## src/rtl/int_ctrl_pkg.sv

```systemverilog
// Shared definitions for the external interrupt controller: register offsets,
// register-select decode and byte-enable expansion.
package int_ctrl_pkg;

    localparam int unsigned INTC_NUM_OUT = 6;

    localparam logic [7:0] INTC_RAW     = 8'h00;
    localparam logic [7:0] INTC_PENDING = 8'h04;
    localparam logic [7:0] INTC_ENABLE  = 8'h08;
    localparam logic [7:0] INTC_EDGE    = 8'h0C;
    localparam logic [7:0] INTC_POL     = 8'h10;
    localparam logic [7:0] INTC_SWSET   = 8'h14;
    localparam logic [7:0] INTC_ROUTE0  = 8'h20;

    typedef enum logic [2:0] {
        SEL_NONE,
        SEL_RAW,
        SEL_PENDING,
        SEL_ENABLE,
        SEL_EDGE,
        SEL_POL,
        SEL_SWSET,
        SEL_ROUTE
    } reg_sel_e;

    // addr must already be word aligned
    function automatic reg_sel_e decode_sel(input logic [7:0] addr);
        reg_sel_e sel;
        case (addr)
            INTC_RAW:     sel = SEL_RAW;
            INTC_PENDING: sel = SEL_PENDING;
            INTC_ENABLE:  sel = SEL_ENABLE;
            INTC_EDGE:    sel = SEL_EDGE;
            INTC_POL:     sel = SEL_POL;
            INTC_SWSET:   sel = SEL_SWSET;
            default: begin
                if (addr >= INTC_ROUTE0 && addr < INTC_ROUTE0 + 8'(4 * INTC_NUM_OUT))
                    sel = SEL_ROUTE;
                else
                    sel = SEL_NONE;
            end
        endcase
        return sel;
    endfunction

    function automatic logic [31:0] byte_mask(input logic [3:0] wen);
        logic [31:0] m;
        m = '0;
        for (int unsigned b = 0; b < 4; b++)
            m[8*b +: 8] = {8{wen[b]}};
        return m;
    endfunction

endpackage

```

## src/rtl/int_ctrl_src_cell.sv

```systemverilog
// One interrupt source: 2-flop synchroniser, polarity, history and the
// level/edge pending flop.
module intc_src_cell (
    input  logic clk,
    input  logic reset,
    input  logic src,
    input  logic edge_mode,
    input  logic pol,
    input  logic pol_next,
    input  logic cfg_wr,
    input  logic clr,
    input  logic swset,
    output logic adj,
    output logic pending
);

    logic s1;
    logic s2;
    logic hist;

    assign adj = s2 ^ pol;

    always_ff @(posedge clk) begin
        if (reset) begin
            s1      <= 1'b0;
            s2      <= 1'b0;
            hist    <= 1'b0;
            pending <= 1'b0;
        end else begin
            s1 <= src;
            s2 <= s1;
            // A config write preloads history with the post-write adj so the
            // polarity flip itself never looks like an edge.
            hist <= cfg_wr ? (s2 ^ pol_next) : adj;
            if (edge_mode)
                pending <= (adj & ~hist) | swset | (pending & ~clr);
            else
                pending <= adj;
        end
    end

endmodule

```

## src/rtl/int_ctrl.sv

```systemverilog
// External interrupt controller: register file, bus decode, read mux and
// per-line route reduction onto the CPU hardware interrupt lines.
module int_ctrl
    import int_ctrl_pkg::*;
#(
    parameter int unsigned NUM_SRC = 16,
    parameter int unsigned NUM_OUT = INTC_NUM_OUT
) (
    input  logic               clk,
    input  logic               reset,
    input  logic [NUM_SRC-1:0] src_irq,
    input  logic               bus_en,
    input  logic [3:0]         bus_wen,
    input  logic [7:0]         bus_addr,
    input  logic [31:0]        bus_wdata,
    output logic [31:0]        bus_rdata,
    output logic [NUM_OUT-1:0] hw_int
);

    logic               wr;
    logic               rd;
    logic [7:0]         aligned_addr;
    logic [7:0]         route_off;
    logic [2:0]         route_idx;
    reg_sel_e           sel;
    logic [31:0]        bmask32;
    logic [NUM_SRC-1:0] wmask;
    logic [NUM_SRC-1:0] wdata_src;

    logic [NUM_SRC-1:0] enable;
    logic [NUM_SRC-1:0] edge_cfg;
    logic [NUM_SRC-1:0] pol;
    logic [NUM_SRC-1:0] route [NUM_OUT];
    logic [NUM_SRC-1:0] raw;
    logic [NUM_SRC-1:0] pending;

    logic [NUM_SRC-1:0] pol_new;
    logic [NUM_SRC-1:0] edge_new;
    logic [NUM_SRC-1:0] cfg_wr;
    logic [NUM_SRC-1:0] clr;
    logic [NUM_SRC-1:0] swset;
    logic [NUM_SRC-1:0] rd_src;
    logic [31:0]        rd_word;

    logic               unused_bits;

    function automatic logic [NUM_SRC-1:0] merge(
        input logic [NUM_SRC-1:0] old_v,
        input logic [NUM_SRC-1:0] new_v,
        input logic [NUM_SRC-1:0] m
    );
        return (old_v & ~m) | (new_v & m);
    endfunction

    assign wr           = bus_en & (|bus_wen);
    assign rd           = bus_en & ~(|bus_wen);
    assign aligned_addr = {bus_addr[7:2], 2'b00};
    assign sel          = decode_sel(aligned_addr);
    assign route_off    = aligned_addr - INTC_ROUTE0;
    assign route_idx    = route_off[4:2];
    assign bmask32      = byte_mask(bus_wen);
    assign wmask        = bmask32[NUM_SRC-1:0];
    assign wdata_src    = bus_wdata[NUM_SRC-1:0];
    assign unused_bits  = ^{bus_addr[1:0], bus_wdata, bmask32, route_off};

    always_comb begin
        pol_new  = pol;
        edge_new = edge_cfg;
        cfg_wr   = '0;
        clr      = '0;
        swset    = '0;
        if (wr) begin
            case (sel)
                SEL_POL: begin
                    pol_new = merge(pol, wdata_src, wmask);
                    cfg_wr  = wmask;
                end
                SEL_EDGE: begin
                    edge_new = merge(edge_cfg, wdata_src, wmask);
                    cfg_wr   = wmask;
                end
                SEL_PENDING: clr   = wdata_src & wmask;
                SEL_SWSET:   swset = wdata_src & wmask;
                default: ;
            endcase
        end
    end

    for (genvar i = 0; i < NUM_SRC; i++) begin : g_src
        intc_src_cell u_cell (
            .clk       (clk),
            .reset     (reset),
            .src       (src_irq[i]),
            .edge_mode (edge_cfg[i]),
            .pol       (pol[i]),
            .pol_next  (pol_new[i]),
            .cfg_wr    (cfg_wr[i]),
            .clr       (clr[i]),
            .swset     (swset[i]),
            .adj       (raw[i]),
            .pending   (pending[i])
        );
    end

    always_comb begin
        rd_src = '0;
        case (sel)
            SEL_RAW:     rd_src = raw;
            SEL_PENDING: rd_src = pending;
            SEL_ENABLE:  rd_src = enable;
            SEL_EDGE:    rd_src = edge_cfg;
            SEL_POL:     rd_src = pol;
            SEL_ROUTE: begin
                for (int unsigned k = 0; k < NUM_OUT; k++)
                    if (route_idx == 3'(k))
                        rd_src = route[k];
            end
            default: ;
        endcase
        rd_word = '0;
        rd_word[NUM_SRC-1:0] = rd_src;
    end

    always_ff @(posedge clk) begin
        if (reset) begin
            enable    <= '0;
            edge_cfg  <= '0;
            pol       <= '0;
            bus_rdata <= '0;
            hw_int    <= '0;
            for (int unsigned k = 0; k < NUM_OUT; k++)
                route[k] <= '0;
        end else begin
            pol      <= pol_new;
            edge_cfg <= edge_new;
            if (wr && sel == SEL_ENABLE)
                enable <= merge(enable, wdata_src, wmask);
            for (int unsigned k = 0; k < NUM_OUT; k++) begin
                if (wr && sel == SEL_ROUTE && route_idx == 3'(k))
                    route[k] <= merge(route[k], wdata_src, wmask);
                hw_int[k] <= |(pending & enable & route[k]);
            end
            if (rd)
                bus_rdata <= rd_word;
        end
    end

endmodule

```

## config.mk

```make
export PLATFORM = sky130hd
export DESIGN_NAME = int_ctrl
export DESIGN_NICKNAME = d
export VERILOG_FILES = /design/src/rtl/int_ctrl_pkg.sv /design/src/rtl/int_ctrl_src_cell.sv /design/src/rtl/int_ctrl.sv
export SDC_FILE = /design/constraint.sdc
export NUM_CORES = 1
export LEC_CHECK = 0
export ABC_CLOCK_PERIOD_IN_PS = 2600
export CORE_ASPECT_RATIO = 0.5
export CORE_MARGIN = 1
export CORE_UTILIZATION = 58
export DETAILED_ROUTE_END_ITERATION = 10
export DONT_BUFFER_PORTS = 1
export GPL_TIMING_DRIVEN = 0
export HOLD_SLACK_MARGIN = 0.05
export PLACE_DENSITY = 0.76
export SLEW_MARGIN = 20
export SYNTH_ARGS = -nofsm -noshare
export SYNTH_HDL_FRONTEND = slang
export SYNTH_HIERARCHICAL = 1
export SYNTH_SLANG_ARGS = --single-unit
```

## constraint.sdc

```tcl
create_clock -name clk -period 2.6 [get_ports clk]
set_clock_uncertainty 0.2 [all_clocks]
set_input_delay 0.26 -clock clk [delete_from_list [all_inputs] [get_ports clk]]
set_output_delay 0.26 -clock clk [all_outputs]
set_load 0.02 [all_outputs]
```

* Yosys cells after proc, flatten, opt, wreduce, memory -nomap -nowiden
Memory sizes are Yosys's and may differ from the RTL's. Cells that the tools add are included.
Operators by class: eq/ne operators 17, mux-type cells 75, add/subtract/negate cells 1, order comparisons 2, bitwise operators 164, reduce and logical (&&, ||, !) cells 20
Operators with widths (number):
- 2-to-1 mux 16 bit | 20
- bitwise AND 16 bit | 17
- bitwise OR 16 bit | 9
- case mux 16 bit (6 select lines) | 1
- OR reduction 16 bit | 6
- 2-to-1 mux 1 bit | 52
- bitwise OR 1 bit | 38
- bitwise AND 1 bit | 34
- inverter 1 bit | 33
- XOR 1 bit | 32
- == test 3 bit, second input constant | 6
- case mux 3 bit (6 select lines) | 1
- inverter 16 bit | 1
- == test 3 x 2 -> 1 bit, second input constant | 4
- == test 6 x 2 -> 1 bit, second input constant | 2
- == test 6 x 3 -> 1 bit, second input constant | 2
- logical AND 1 bit | 9
- greater-or-equal comparator 8 x 6 -> 1 bit, second input constant | 1
- logical NOT 8 bit | 1
- < comparator 8 x 6 -> 1 bit, second input constant | 1
- == test 3 x 1 -> 1 bit, second input constant | 2
- == test 6 x 1 -> 1 bit, second input constant | 1
- subtractor 5 x 1 -> 5 bit, second input constant | 1
- OR reduction 4 bit | 1
- other kinds (4) | 4
Storage, ports and cells: bits in writable memories 96, bits in registers 134, memories 1, logic and storage cells 349
Memory list:
- route | words 6, width 16, rd ports 6, clocked after memory_dff 0, wr ports 6, line int_ctrl.sv:33 | logic [NUM_SRC-1:0] route [NUM_OUT];

* Longest topological paths before layout
Gate-level depths: netlist (run 1).
depth in word-level cells 11, depth in mapped cells 9, mapped depth without buffers 7

* Cells and area by module
The synthesis (run 1) kept the hierarchy.
Modules (own cells, without submodules):
- int_ctrl | area an instance 9071.2 um^2, cells each 924, times used 1
- intc_src_cell | area an instance 147.6 um^2, cells each 15, times used 16

* Least setup slack after synthesis (run 1)
No wires, ideal clock.
path type input port to flip-flop, start point in bus_addr[2], end point reg g_src[10].u_cell.hist, path buffers 2, data arrival time 2349 ps, library setup time 114 ps, cell stages on the path 8, slack -63 ps, data required time 2286 ps, cells stage by stage buf_4 -> buf_2 -> and2b_1 -> nand2_1 -> a211oi_1 -> mux2i_1 -> xor2_1 -> nor2_1
On the way: word-level cells in the longest chain between the ends 9
Ends and longest elaborated chain:
- start, declared | line int_ctrl.sv:14 | input logic [7:0] bus_addr,
- greater-or-equal comparator 8 x 6 -> 1 bit or < comparator 8 x 6 -> 1 bit (tied branches) | line int_ctrl_pkg.sv:37 | if (addr >= INTC_ROUTE0 && addr < INTC_ROUTE0 + 8'(4 * INTC_NUM_OUT))
- logical AND 1 bit | line int_ctrl_pkg.sv:37
- 2-to-1 mux 3 bit | line int_ctrl_pkg.sv:37
- case mux 3 bit (6 select lines) (*) | line int_ctrl_pkg.sv:29 | case (addr)
- == test 3 bit | line int_ctrl.sv:73 | case (sel)
- OR reduction 2 bit (no line) (*)
- 2-to-1 mux 16 bit (*) | line int_ctrl.sv:73
- 2-to-1 mux 16 bit (*) | line int_ctrl.sv:72 | if (wr) begin
- net cfg_wr[10] | line int_ctrl.sv:39 | logic [NUM_SRC-1:0] cfg_wr;
- 2-to-1 mux 1 bit (*) | line int_ctrl_src_cell.sv:34 | hist <= cfg_wr ? (s2 ^ pol_next) : adj;
- end signal, assigned | line int_ctrl_src_cell.sv:34
- end, declared | line int_ctrl_src_cell.sv:19 | logic hist;
Mark *: on every way through the listed nets, which the timed path passes. The rest lies on a longest branch. A chain may end at the register's enable or synchronous reset.

* Worst setup path in the final report (run 1)
start point in bus_addr[2], end point reg g_src[8].u_cell.hist
On the way: word-level cells in the longest chain between the ends 9
Ends and longest elaborated chain (line):
- greater-or-equal comparator 8 x 6 -> 1 bit or < comparator 8 x 6 -> 1 bit (tied branches) | int_ctrl_pkg.sv:37
- logical AND 1 bit | int_ctrl_pkg.sv:37
- 2-to-1 mux 3 bit | int_ctrl_pkg.sv:37
- case mux 3 bit (6 select lines) (*) | int_ctrl_pkg.sv:29
- == test 3 bit | int_ctrl.sv:73
- 2-to-1 mux 16 bit or OR reduction 2 bit (tied branches)
- 2-to-1 mux 16 bit, on equally long branches | int_ctrl.sv:72, int_ctrl.sv:73
- XOR 1 bit or 2-to-1 mux 16 bit (tied branches) | int_ctrl_src_cell.sv:34, int_ctrl.sv:72
- 2-to-1 mux 1 bit (*) | int_ctrl_src_cell.sv:34
- end signal, assigned | int_ctrl_src_cell.sv:34
- end, declared | int_ctrl_src_cell.sv:19
Mark *: on every way between the ends. The rest lies on a longest branch, timed or not.

==> results of run 1 <==
==> worst register-to-register path, delay by kind of cell (launching register included) <==
family | cells | cell delay [ns]
AOI/OAI and AO/OA | 3 | 0.56
buffers and inverters | 1 | 0.45
and+or+nand+nor | 2 | 0.38
DFF | 1 | 0.36
==> cell families after synthesis <==
family | Yosys count | share of synthesized area (%)
mux | 112 | 10.4
other cells | 1 | 0.0328
compound gates | 285 | 15.9
xor+xnor | 32 | 2.45
flops | 230 | 48.7
simple gates | 413 | 18.6
buf+inv | 91 | 3.88
==> timing repair <==
item | 4_1_cts | 5_1_grt
hold endpoints to repair | 118 | 0
endpoints found under the setup margin | 0 | 1
resized for setup | 0 | 2
hold buffers | 36 | 0
setup buffers | 0 | 1
==> placed cells by master (no fill, tap or decap), drive strengths merged, types with 32 or more instances in the layout <==
master / n
clkbuf: 74
nor2: 87
edfxtp: 96
nand2: 118
mux2i: 82
nor2b: 65
nand2b: 97
dlygate4sd3: 35
xor2: 32
buf: 42
a21oi: 129
a22oi: 33
dfxtp: 134
==> area by class of cell <==
cell class / count / area, µm²
Fill cell: 1444 / 5900
Clock inverter: 13 / 124
Clock buffer: 25 / 571
Inverter: 4 / 15.0
Multi-Input combinational cell: 858 / 5500
Buffer: 87 / 430
Timing Repair Buffer: 39 / 408
Sequential cell: 230 / 5570
Tap cell: 259 / 324
==> how the worst min path moves through the flow <==
stage,from,end,slack (ns),cells past startpoint
global route,bus_addr[6],bus_rdata[2]$_SDFFE_PP0P_,0.12,4
global placement,reset,g_src[2].u_cell/pending$_SDFF_PP0_,0.13,1
CTS,bus_addr[6],bus_rdata[5]$_SDFFE_PP0P_,0.07,4
detailed placement,reset,g_src[2].u_cell/pending$_SDFF_PP0_,0.14,1
finish,bus_addr[6],bus_rdata[5]$_SDFFE_PP0P_,0.1,4
floorplan,reset,g_src[0].u_cell/pending$_SDFF_PP0_,0.13,1
==> through the flow <==
step | cells | setup TNS (ns) | hold WS [ns] | total power, mW | util, %
after detailed placement | 1440 | -4.95 | 0.136 | 4.51 | 62.9
after global placement | 1438 | -15.56 | 0.134 | 4.50 | 62.8
final | 1515 | -0.00592 | 0.0977 | 7.76 | 68.7
after floorplan | 1179 | 0 | 0.129 | 4.33 | -
after CTS | 1514 | 0 | 0.0708 | 7.74 | 68.6
after global routing | 1515 | 0 | 0.118 | 7.95 | 68.7
==> power by group through the flow <==
stage                     sequential [mW]  clock, mW  combinational (mW)
after floorplan                      3.97          0               0.357
after global placement               4.00          0               0.496
after detailed placement             4.01          0               0.508
after CTS                            3.93       3.23               0.584
after global routing                 3.94       3.37               0.638
final                                3.93       3.22               0.611
==> routing by layer <==
metal  global-route usage (%)  up-vias  share of wire [%]
li1                         -     4282                  -
met1                     51.7     4674                 42
met2                     54.4      693                 42
met3                     11.9       87                 14
met4                     9.22        0                2.1
met5                        0        -                  0
==> reports/metrics.csv, run 1 <==
metric,value,unit
outcome,"complete, but fails checks",
violated checks,setup timing,
Clock Tree Buf Depth,3,
r2r endpoint,hw_int[2]$_SDFF_PP0_,
r2r worst-path depth,6,
"FFs w/ async S/R, synth",0,%
Via density,6.43,
synth warn,6,
Yosys top cell area share,25.2,%
P per Cell Area,600,mW/mm²
clock insertion delay at the later pin of the skew report,0.53,ns
Die X,201,µm
Post-synth EDFFs,96,
Area Growth Syn to Fin,13.1,%
internal power,5.84,mW
share of cells above drive strength 1,9.39,%
crit path time final,2.61,ns
CTS tree,built,
largest net degree at the start of global routing,65,
share of total power in combinational logic,7.9,%
worst setup path start,bus_addr[2],
detailed-route DRC error count,0,
crit share post-route,100,%
Worst Tran Pin Value,1.13,ns
count of cell types in the netlist,52,
Total Wirelength,37.1,mm
Startpoint Class,primary input,
initial antenna violation count,0,
number of nets with antenna violations after routing,0,
Final GP Congestion,1.06,
critical path data arrival time,2.81,ns
Port Buffers,0,
Clk pwr share,41.5,%
Setup WS pre-CTS,-0.458,ns
clk sinks,230,
Die Ht,101,µm
most common cell in the netlist,dfxtp_1,
Root Driver,clkbuf_16,
"Avg Cell Area, Syn",9.82,µm²
P_sw,1.92,mW
vias,9736,
fin nets,1304,
sequential power share,50.6,%
"area leader, netlist",edfxtp_1,
Hold Path Class,primary input to register,
setup violators final,1,
placed wire-length estimate,26.3,mm
"CP delay by family, top",compound AO/OA/AOI/OAI gates,
vias in the first global route,9240,
R2R Setup Slk,0.53,ns
crit path to,g_src[8].u_cell/hist$_SDFF_PP0_,
Seq cells post-synth,230,
achievable frequency,384,MHz
I/O pins,101,
first-pass GRT wire length,55.9,mm
LEAKAGE,4.79,nW
Worst path slowest cell,a211oi_2,
RR Startpoint,g_src[1].u_cell/pending$_SDFF_PP0_,
critical path type,primary input to register,
Worst path max stage delay,0.99,ns
CP cell instances,"buf_4, buf_2, and2b_1, nand2_1, a211oi_2, mux2i_1, xor2_1, nor2_1",
largest cells by area after synthesis,"edfxtp_1 (25%), dfxtp_1 (23%), mux2i_1 (7.2%), a21oi_1 (5.6%), nand2b_1 (5.3%)",
cts bufs inserted,21,
design area,0.0129,mm²
Worst EP required,2.81,ns
wire per inst,24.5,µm
DP Area,0.0119,mm²
GRT Residual Overflow,0,
Rows,35,
n_diodes,0,
Switching Fraction,24.8,%
1st-pass router iterations,6,
crit path max fanout,10,
initial core utilization,60.7,%
die area,0.0203,mm²
max cap viols,0,
RSZ-0062 raised after global routing,no,
cell count after synthesis,1164,
CP endpoint kind,register,
Max Slew Vio Count,0,
clk slew on worst S/H paths,0.07,ns
leading cell types by count after synthesis,"dfxtp_1 (134), a21oi_1 (129), nand2_1 (118)",
Synth Flop Type,dfxtp_1,
Final Hold Viols,0,
DR iter-0 viols,1401,
worst vdd ir,0.000804,V
Tot GR Track Use,36.6,%
sequential fraction of the synthesis area,48.7,%
Max transition margin,24.7,%
Post-Synthesis Cell Area,0.0114,mm²
Core ar.,0.0188,mm²
setup ws final,-0.00592,ns
WP depth,8,
H-tree depth,1,
WP buf/inv,2,
Note: power is estimated with default switching activity, not from simulation.
==> run 2: changes to the inputs <==
- GPL_TIMING_DRIVEN: 0 -> default
==> reports/metrics.csv, run 2 (synthesized netlist as in run 1, its figures left out) <==
metric,value,unit
crit share post-route,85.9,%
initial antenna violation count,1,
Total Wirelength,34.8,mm
1st-pass router iterations,6,
setup bufs post-CTS,0,
crit path time final,2.23,ns
DP Area,0.0116,mm²
RSZ-0062 raised after global routing,no,
WHS,0.0631,ns
Final GP Congestion,0.981,
LEAKAGE,4.73,nW
initial core utilization,60.7,%
first-pass GRT wire length,52.5,mm
most frequent cells in the layout,"dfxtp_1 (134), a21oi_1 (129), nand2_1 (118)",
Max Slew Vio Count,0,
Tot GR Track Use,34.0,%
GRT Residual Overflow,0,
cts bufs inserted,21,
"commonest non-fill, non-tap cell in the layout",dfxtp_1,
outcome,completed,
setup tns final,0,ns
placed wire-length estimate,22.3,mm
share of cells above drive strength 1,8.35,%
Area Growth Syn to Fin,12.4,%
achievable frequency,448,MHz
Rows,35,
Die X,201,µm
Die Ht,101,µm
crit path max fanout,16,
n_diodes,0,
worst vdd ir,0.000518,V
Max transition margin,21.8,%
H-tree depth,1,
Hold Path Class,primary input to register,
Port Buffers,0,
Worst Tran Pin Value,1.17,ns
vias,9512,
clk slew on worst S/H paths,0.07,ns
Clock Tree Buf Depth,3,
DR iter-0 viols,1545,
clk sinks,230,
post-layout util,68.2,%
design area,0.0128,mm²
number of nets with antenna violations after routing,0,
wire per inst,23.7,µm
Core ar.,0.0188,mm²
Startpoint Class,primary input,
clock insertion delay at the later pin of the skew report,0.51,ns
Via density,6.48,
detailed-route DRC error count,0,
setup violators final,0,
Worst EP required,2.54,ns
P per Cell Area,591,mW/mm²
fin nets,1258,
max cap viols,0,
fin cells,1469,
CP endpoint kind,register,
Root Driver,clkbuf_16,
die area,0.0203,mm²
I/O pins,101,
largest net degree at the start of global routing,122,
CTS tree,built,
critical path data arrival time,2.17,ns
vias in the first global route,8958,
Final Hold Viols,0,
critical path type,primary input to register,
placed cell count,1381,
[run 2: cell types whose count changed in the layout (fill, tap and decap cells not counted), sizes merged]
cell / previous run / this run
inv: 6 / 5
dlymetal6s4s: 0 / 1
clkinv: 7 / 0
buf: 42 / 33
dlygate4sd3: 35 / 46
clkinvlp: 2 / 0
clkbuf: 74 / 35
[run 2: power breakdown]
group,internal [mW],total (mW),leakage [nW],switching (mW)
combinational,0.201,0.517,2.32,0.316
sequential,3.85,3.93,2.08,0.0799
clock,1.82,3.15,0.332,1.33
total,5.87,7.60,4.73,1.73
[run 2: worst paths after layout]
path,endpoint,cells past startpoint,slack (ns),from
max reg2reg,bus_rdata[12]$_SDFFE_PP0P_,5,0.51,route[0][28]$_SDFFCE_PN0P_
max,route[0][91]$_SDFFCE_PN0P_,5,0.37,bus_addr[6]
min reg2reg,g_src[5].u_cell/s2$_SDFF_PP0_,1,0.24,g_src[5].u_cell/s1$_SDFF_PP0_
min,route[0][6]$_SDFFCE_PN0P_,2,0.06,reset
[run 2: through the flow]
stage          setup WS, ns  power, mW
4_1_cts               0.123       7.59
5_1_grt               0.332       7.79
2_1_floorplan         0.282       4.33
3_5_place_dp          0.289       4.37
6_report              0.366       7.60
3_3_place_gp          0.376       4.36
[run 2: critical path: stages]
cell	delay [ns]
dlygate4sd3_1	0.57
nor2_1	0.16
nand4_1	0.36
nor2_1	0.32
a31o_2	0.49
[run 2: timing repair]
| item | CTS | global route |
|---|---|---|
| endpoints found under the hold margin | 245 | 0 |
| resized for setup | 0 | 2 |
| setup endpoints to repair | 0 | 3 |
| hold buffers | 50 | 0 |
[run 2: area by class of cell]
class / count / area (µm²)
clock buffer: 35 / 618
clock inverter: 3 / 68.8
fill: 1433 / 5980
inverter: 4 / 15.0
multi-input combinational: 858 / 5490
sequential: 230 / 5570
tap: 259 / 324
timing repair buffer: 80 / 766
[run 2: layer usage]
layer,global-route usage (%),routed length (µm),vias to the layer above
met5,0,0,-
met4,8.87,827,0
met3,12.6,5280,87
met2,51.3,14800,683
met1,46.2,14000,4557
li1,-,-,4185
